[src/rtl/sw_debouncer.sv]
// Multi-channel switch debouncer: synchroniser chain + per-channel stability FSM.
// Optional DEBOUNCE_BUSY_EN adds o_busy, high while a channel is settling.
module sw_debouncer #(
    parameter int N_CH        = 4,
    parameter int SYNC_STAGES = 2,
    parameter int DB_CYCLES   = 20
) (
    input  logic            clk,
    input  logic            i_rst,
    input  logic [N_CH-1:0] i_sw,
    output logic [N_CH-1:0] o_sw
`ifdef DEBOUNCE_BUSY_EN
    ,
    output logic [N_CH-1:0] o_busy
`endif
);

    localparam int CNT_W = $clog2(DB_CYCLES + 1);

    typedef enum logic [1:0] {
        STABLE_LO,
        WAIT_HI,
        STABLE_HI,
        WAIT_LO
    } state_t;

    logic [N_CH-1:0]  r_sync [SYNC_STAGES];
    logic [N_CH-1:0]  w_s;
    state_t           r_state [N_CH];
    state_t           w_state_nx [N_CH];
    logic [CNT_W-1:0] r_cnt [N_CH];
    logic [CNT_W-1:0] w_cnt_nx [N_CH];
    logic [N_CH-1:0]  r_sw;
    logic [N_CH-1:0]  w_sw_nx;

    always_ff @(posedge clk or negedge i_rst) begin
        if (!i_rst) begin
            for (int i = 0; i < SYNC_STAGES; i++) begin
                r_sync[i] <= '0;
            end
        end else begin
            r_sync[0] <= i_sw;
            for (int i = 1; i < SYNC_STAGES; i++) begin
                r_sync[i] <= r_sync[i-1];
            end
        end
    end

    assign w_s = r_sync[SYNC_STAGES-1];

    // Any opposite-level sample while waiting drops back to the old stable state.
    always_comb begin
        w_sw_nx = r_sw;
        for (int k = 0; k < N_CH; k++) begin
            w_state_nx[k] = r_state[k];
            w_cnt_nx[k]   = r_cnt[k];
            unique case (r_state[k])
                STABLE_LO: begin
                    if (w_s[k]) begin
                        w_state_nx[k] = WAIT_HI;
                        w_cnt_nx[k]   = CNT_W'(1);
                    end else begin
                        w_cnt_nx[k] = '0;
                    end
                end
                WAIT_HI: begin
                    if (!w_s[k]) begin
                        w_state_nx[k] = STABLE_LO;
                        w_cnt_nx[k]   = '0;
                    end else if (r_cnt[k] == CNT_W'(DB_CYCLES)) begin
                        w_state_nx[k] = STABLE_HI;
                        w_sw_nx[k]    = 1'b1;
                        w_cnt_nx[k]   = '0;
                    end else begin
                        w_cnt_nx[k] = r_cnt[k] + CNT_W'(1);
                    end
                end
                STABLE_HI: begin
                    if (!w_s[k]) begin
                        w_state_nx[k] = WAIT_LO;
                        w_cnt_nx[k]   = CNT_W'(1);
                    end else begin
                        w_cnt_nx[k] = '0;
                    end
                end
                WAIT_LO: begin
                    if (w_s[k]) begin
                        w_state_nx[k] = STABLE_HI;
                        w_cnt_nx[k]   = '0;
                    end else if (r_cnt[k] == CNT_W'(DB_CYCLES)) begin
                        w_state_nx[k] = STABLE_LO;
                        w_sw_nx[k]    = 1'b0;
                        w_cnt_nx[k]   = '0;
                    end else begin
                        w_cnt_nx[k] = r_cnt[k] + CNT_W'(1);
                    end
                end
            endcase
        end
    end

    always_ff @(posedge clk or negedge i_rst) begin
        if (!i_rst) begin
            r_sw <= '0;
            for (int k = 0; k < N_CH; k++) begin
                r_state[k] <= STABLE_LO;
                r_cnt[k]   <= '0;
            end
        end else begin
            r_sw <= w_sw_nx;
            for (int k = 0; k < N_CH; k++) begin
                r_state[k] <= w_state_nx[k];
                r_cnt[k]   <= w_cnt_nx[k];
            end
        end
    end

    assign o_sw = r_sw;

`ifdef DEBOUNCE_BUSY_EN
    logic [N_CH-1:0] r_busy;
    logic [N_CH-1:0] w_busy_nx;

    always_comb begin
        w_busy_nx = '0;
        for (int k = 0; k < N_CH; k++) begin
            w_busy_nx[k] = (w_state_nx[k] == WAIT_HI)
                        || (w_state_nx[k] == WAIT_LO);
        end
    end

    always_ff @(posedge clk or negedge i_rst) begin
        if (!i_rst) begin
            r_busy <= '0;
        end else begin
            r_busy <= w_busy_nx;
        end
    end

    assign o_busy = r_busy;
`endif

endmodule

[config.mk]
export PLATFORM = sky130hd
export DESIGN_NAME = sw_debouncer
export DESIGN_NICKNAME = d
export VERILOG_FILES = /design/src/rtl/sw_debouncer.sv
export SDC_FILE = /design/constraint.sdc
export NUM_CORES = 1
export LEC_CHECK = 0
export ABC_AREA = 1
export CORE_UTILIZATION = 54
export CTS_CLUSTER_DIAMETER = 150
export DETAILED_ROUTE_END_ITERATION = 16
export GPL_TIMING_DRIVEN = 0
export PLACE_DENSITY_LB_ADDON = 0.3
export REMOVE_ABC_BUFFERS = 1
export SYNTH_ARGS = -nofsm -noshare
export SYNTH_HDL_FRONTEND = slang
export SYNTH_SLANG_ARGS = --single-unit
[constraint.sdc]
create_clock -name clk -period 1.2 [get_ports clk]
set_input_delay 0.36 -clock clk [delete_from_list [all_inputs] [get_ports clk]]
set_output_delay 0.36 -clock clk [all_outputs]
set_load 0.05 [all_outputs]
# ---- Word-level counts from Yosys, hierarchy flattened
# Cells that the tools add are included.
dict set report word_totals {
  register_bits 40
  input_bits 6
  output_inout_bits 4
  word_cells 154
}
dict set report classes {
  add_sub_neg 4
  n_eq_ne 48
  muxes 72
  reduce_logical 16
}
# operator count
set op_table {}
lappend op_table {{5-bit case mux with 4 select lines} 4}
lappend op_table {{5-bit two-way mux} 12}
lappend op_table {{2-bit two-way mux} 24}
lappend op_table {{2-bit != test, second input constant} 24}
lappend op_table {{2-bit case mux with 4 select lines} 4}
lappend op_table {{1-bit two-way mux} 24}
lappend op_table {{3-bit != test, second input constant} 8}
lappend op_table {{5-bit by 1-bit adder with 5-bit output, second input constant} 4}
lappend op_table {{5-bit equality test, second input constant} 4}
lappend op_table {{5-bit AND reduction} 4}
lappend op_table {{2-bit equality test, second input constant} 8}
lappend op_table {{4-bit AND reduction} 4}
lappend op_table {{2-bit by 1-bit equality test with 1-bit output, second input constant} 4}
lappend op_table {{2-bit logical NOT} 4}
lappend op_table {{1-bit case mux with 2 select lines} 4}
lappend op_table {{2-bit nonzero test} 4}

# ---- Logic depth before layout (Yosys ltp)
# Gate-level depths: netlist of the first run.
dict set report logic_depth {
  word_depth 4
  mapped_depth 9
  mapped_depth_nobuf 9
}

# ---- Worst setup path after synthesis of the first run
# No wires, ideal clock.
dict set report synth_timing {
  path_type {register to register}
  startpoint {register r_cnt[10] (netlist name)}
  endpoint {register r_sw[1] (netlist: o_sw[1])}
  setup_ns 0.121
  arrival_ns 1.026
  t_required_ns 1.079
  path_slack_ns 0.053
  stages_incl_launch_ff 8
  n_path_buf 0
  period_less_slack_ns 1.147
  path_cell_list {dfrtp_1 > inv_1 > ha_1 > nand4_2 > nor2_2 > nand2_1 > nor2_1 > nor2_1}
}
dict set report synth_between {
  elab_chain_len 3
  word_cells_on_any_way 4
  classes_between {eq/ne: 3; reduce/logical: 1}
}
# element line_no
set synth_lines {}
lappend synth_lines {{from (decl)} 31} ;# logic [CNT_W-1:0] r_cnt [N_CH];
lappend synth_lines {{from (signal, indexed assignment)} 113} ;# r_cnt[k] <= w_cnt_nx[k];
lappend synth_lines {{5-bit equality test (*)} {70, 90}}
lappend synth_lines {{2-bit != test (no source line)} --}
lappend synth_lines {{5-bit AND reduction (no source line) (*)} --}
lappend synth_lines {{to (signal assigned)} 110} ;# r_sw <= w_sw_nx;
lappend synth_lines {{to (decl)} 33} ;# logic [N_CH-1:0] r_sw;
# Mark *: on every way between the ends. The rest lies on a longest branch, timed or not.
# A chain may end at the register's enable or synchronous reset.

# ---- Worst setup path in the final report of the first run
dict set report layout_timing {
  startpoint {register r_sw[2] (netlist: o_sw[2])}
  endpoint {output port o_sw[2]}
}
# element line_no
set layout_rtl {}
lappend layout_rtl {{to (decl)} 11} ;# output logic [N_CH-1:0] o_sw
# No word-level cell between the ends.

==> metrics.md, run 1 <==
| Metric | Value |
|---|---|
| CTS Buf Count | 5 |
| Starting DRT DRC Count | 44 |
| Post-Route WL | 3300 um |
| Maximum achievable frequency | 0.780 GHz |
| CTS tree | yes |
| Tightest Pin Transition | 0.851 ns |
| Cell family with most CP delay | flip-flops |
| Worst Skew | 0.00558 ns |
| Vias in the first global route | 1,293 |
| Worst Setup Path Type | reg -> out |
| Latest clock arrival within the worst-skew pair | 0.35 ns |
| CTS sink cnt | 40 |
| Syn Inst Count | 183 |
| Crit share post-route | 107% |
| Congestion Overflow GR | 0 |
| Commonest non-fill, non-tap cells in the layout | dfrtp_1 (40), inv_1 (23), nand2_1 (22), nor2_1 (17), buf_4 (16) |
| Clk buf depth | 2 |
| Hold buffers post-CTS | 0 |
| P_leak | 1.07 nW |
| Max stage delay on crit path | 0.41 ns |
| TritonRoute pass-1 iters | 4 |
| Die Span Y | 59.7 um |
| Io pins | 10 |
| Worst min path class | in -> async |
| Area leader, netlist | dfrtp_1 |
| Core footprint | 3100 um2 |
| Rel. slew slack | 43.2% |
| Crit path capture type | output pin |
| Slowest CP cell | dfrtp_1 |
| Commonest non-fill, non-tap cell in the layout | dfrtp_1 |
| Final Critical Period | 1.28 ns |
| Largest net degree at the start of global routing | 41 |
| Antenna diodes | 0 |
| Placer congestion estimate | 0.740 |
| Area share of the largest cell type after synthesis | 55.7% |
| Layout Nets | 229 |
| Syn_area_per_cell | 9.81 um2 |
| Critical Path AT | 0.92 ns |
| Worst path cell trace | buf_6 |
| Met2 usage | 38.3% |
| GRT met1 Usage | 22.3% |
| Yosys reg bits | 40 |
| Post-Syn Area | 1800 um2 |
| Area growth, synth to finish | 27.2% |
| Wire length per cell | 12.7 um |
| Max-slew violations | 0 |
| Max Cap Viol | 0 |
| Max VDD drop | 820 uV |
| Placed instance area | 1940 um2 |
| Seq/Total Area, Yosys | 55.7% |
| Syn. warnings | 0 |
| GRT busiest layer | met2 |
| WHS | 0.103 ns |
| Unique masters post-synth | 26 |
| Antenna viol nets, final | 0 |
| Violated checks | setup timing |
| Post-route insts no fill | 260 |
| Unrepaired setup endpoints after global routing | true |
| Total GRT Usage | 20.9% |
| Outcome | finished with violations |
| First-pass GRT wire length | 5290 um |
| Starting Density | 57.9% |
| Clk root buf | clkbuf_4 |
| GRT met3 Usage | 4.55% |
| Top cells by area, synth | dfrtp_1 (56%), inv_1 (6.5%), ha_1 (5.6%) |
| Vias per cell | 4.95 |
| Final setup viols | 7 |
| Setup ws final | -0.0814 ns |
| Pwr Total | 0.00238 W |
| Power per cell area | 1040 nW/um2 |
| Die width | 59.7 um |
| Crit path buffers/inverters | 1 |
| Port Buf Inserts | 9 |
| FP Rows | 20 |
| Critical Path Fanout Max | 2 |
| Placed Cells incl. Taps | 236 |
| Die ar. | 3560 um2 |
| DRC viols | 0 |
| Clock transition at path regs | 0.11 ns |
| Antenna violations before repair | 0 |
| Vias | 1,287 |
| Final hold violation count | 0 |
| Share of cells above drive strength 1 | 32.9% |
| WP data required | 0.84 ns |
| Post-DP HPWL | 2100 um |
| Startpoint types | flip-flop |
| Final instance area | 2280 um2 |
| Htree depth | 2 |
## worst paths after layout
path	depth (start not counted)	end	slack (ns)	from
setup / recovery	1	o_sw[2]	-0.08	o_sw[2]
hold / removal	1	r_cnt[14]	0.10	i_rst
setup reg to reg	8	flip-flop	-0.04	r_cnt[15]
hold reg to reg	0	w_s[3]	0.36	r_sync[7]
max in group asynchronous	1	r_state[6]	0.57	i_rst
min in group clk	0	w_s[3]	0.36	r_sync[7]
## power by group
| group | internal [W] | switching [W] | leakage (nW) |
|---|---|---|---|
| sequential | 0.00139 | 0.0000367 | 0.521 |
| combinational | 0.000110 | 0.000132 | 0.513 |
| clock | 0.000279 | 0.000429 | 0.0380 |
## cells by family (layout without fill, tap and decap cells)
| logic type | Yosys count | count (layout) | synth area share [%] |
|---|---|---|---|
| compound gates | 14 | 14 | 4.46 |
| simple gates | 76 | 76 | 20.5 |
| buf+inv | 31 | 64 | 6.48 |
| fa+ha+maj | 8 | 8 | 5.58 |
| flops | 40 | 40 | 55.7 |
| xor+xnor | 14 | 14 | 7.25 |
## repair_timing
action	CTS	global route
resized for setup	35	35
cloned	0	0
buffers inserted	9	7
pin swaps	4	11
endpoints found under the setup margin	17	28
## routing by layer
layer / wire, um / vias up
met4: 58 / 0
met5: 0 / -
met2: 1820 / 16
met1: 1330 / 631
met3: 93 / 6
li1: - / 634
## metrics by stage
stage	util, %	setup TNS [ns]	setup slack [ns]
floorplan	-	0	0.0532
finish	73.6	-0.386	-0.0814
CTS	67.7	-0.356	-0.0962
global placement	62.5	-45.61	-1.11
global route	73.6	-1.18	-0.157
detailed placement	62.4	-1.44	-0.304
## sequential cells by signal (all words and copies together) (netlist names), named ones only
| name | cells |
|---|---|
| r_sync | 4 |
| r_cnt | 20 |
| o_sw | 4 |
| r_state | 4 |
| w_s | 4 |
## worst reg2reg max path, stage by stage (launching register included)
cell and delay [ns]:
dfrtp_1 0.40, inv_2 0.06, ha_1 0.13, nand2_1 0.05, inv_1 0.07, nand2_2 0.09, nor2_4 0.13, nand2_1 0.09
o21ai_0 0.11
## synthesized netlist by cell type, drive strengths merged
cell type,instances
dfrtp,40
o21ai,8
a21oi,5
xnor2,4
nor3,2
ha,8
nand3,15
inv,31
nor3b,2
o211ai,1
and3,2
nand4,4
nand2,27
xor2,10
nor2,24
## cell type report
type,count,area [um2]
Sequential cell,40,1000
Multi-Input combinational cell,112,841
Fill cell,240,818
Timing Repair Buffer,25,210
Inverter,31,116
Tap cell,44,55.1
Clock buffer,6,51.3
Clock inverter,2,10.0
Power figures use the tool's default switching activity.
==> inputs of run 2 (changes only) <==
- CTS_CLUSTER_SIZE: default -> 25
==> results of run 2 <==
No change in the layout: final DEF, timing and power equal those of run 1.
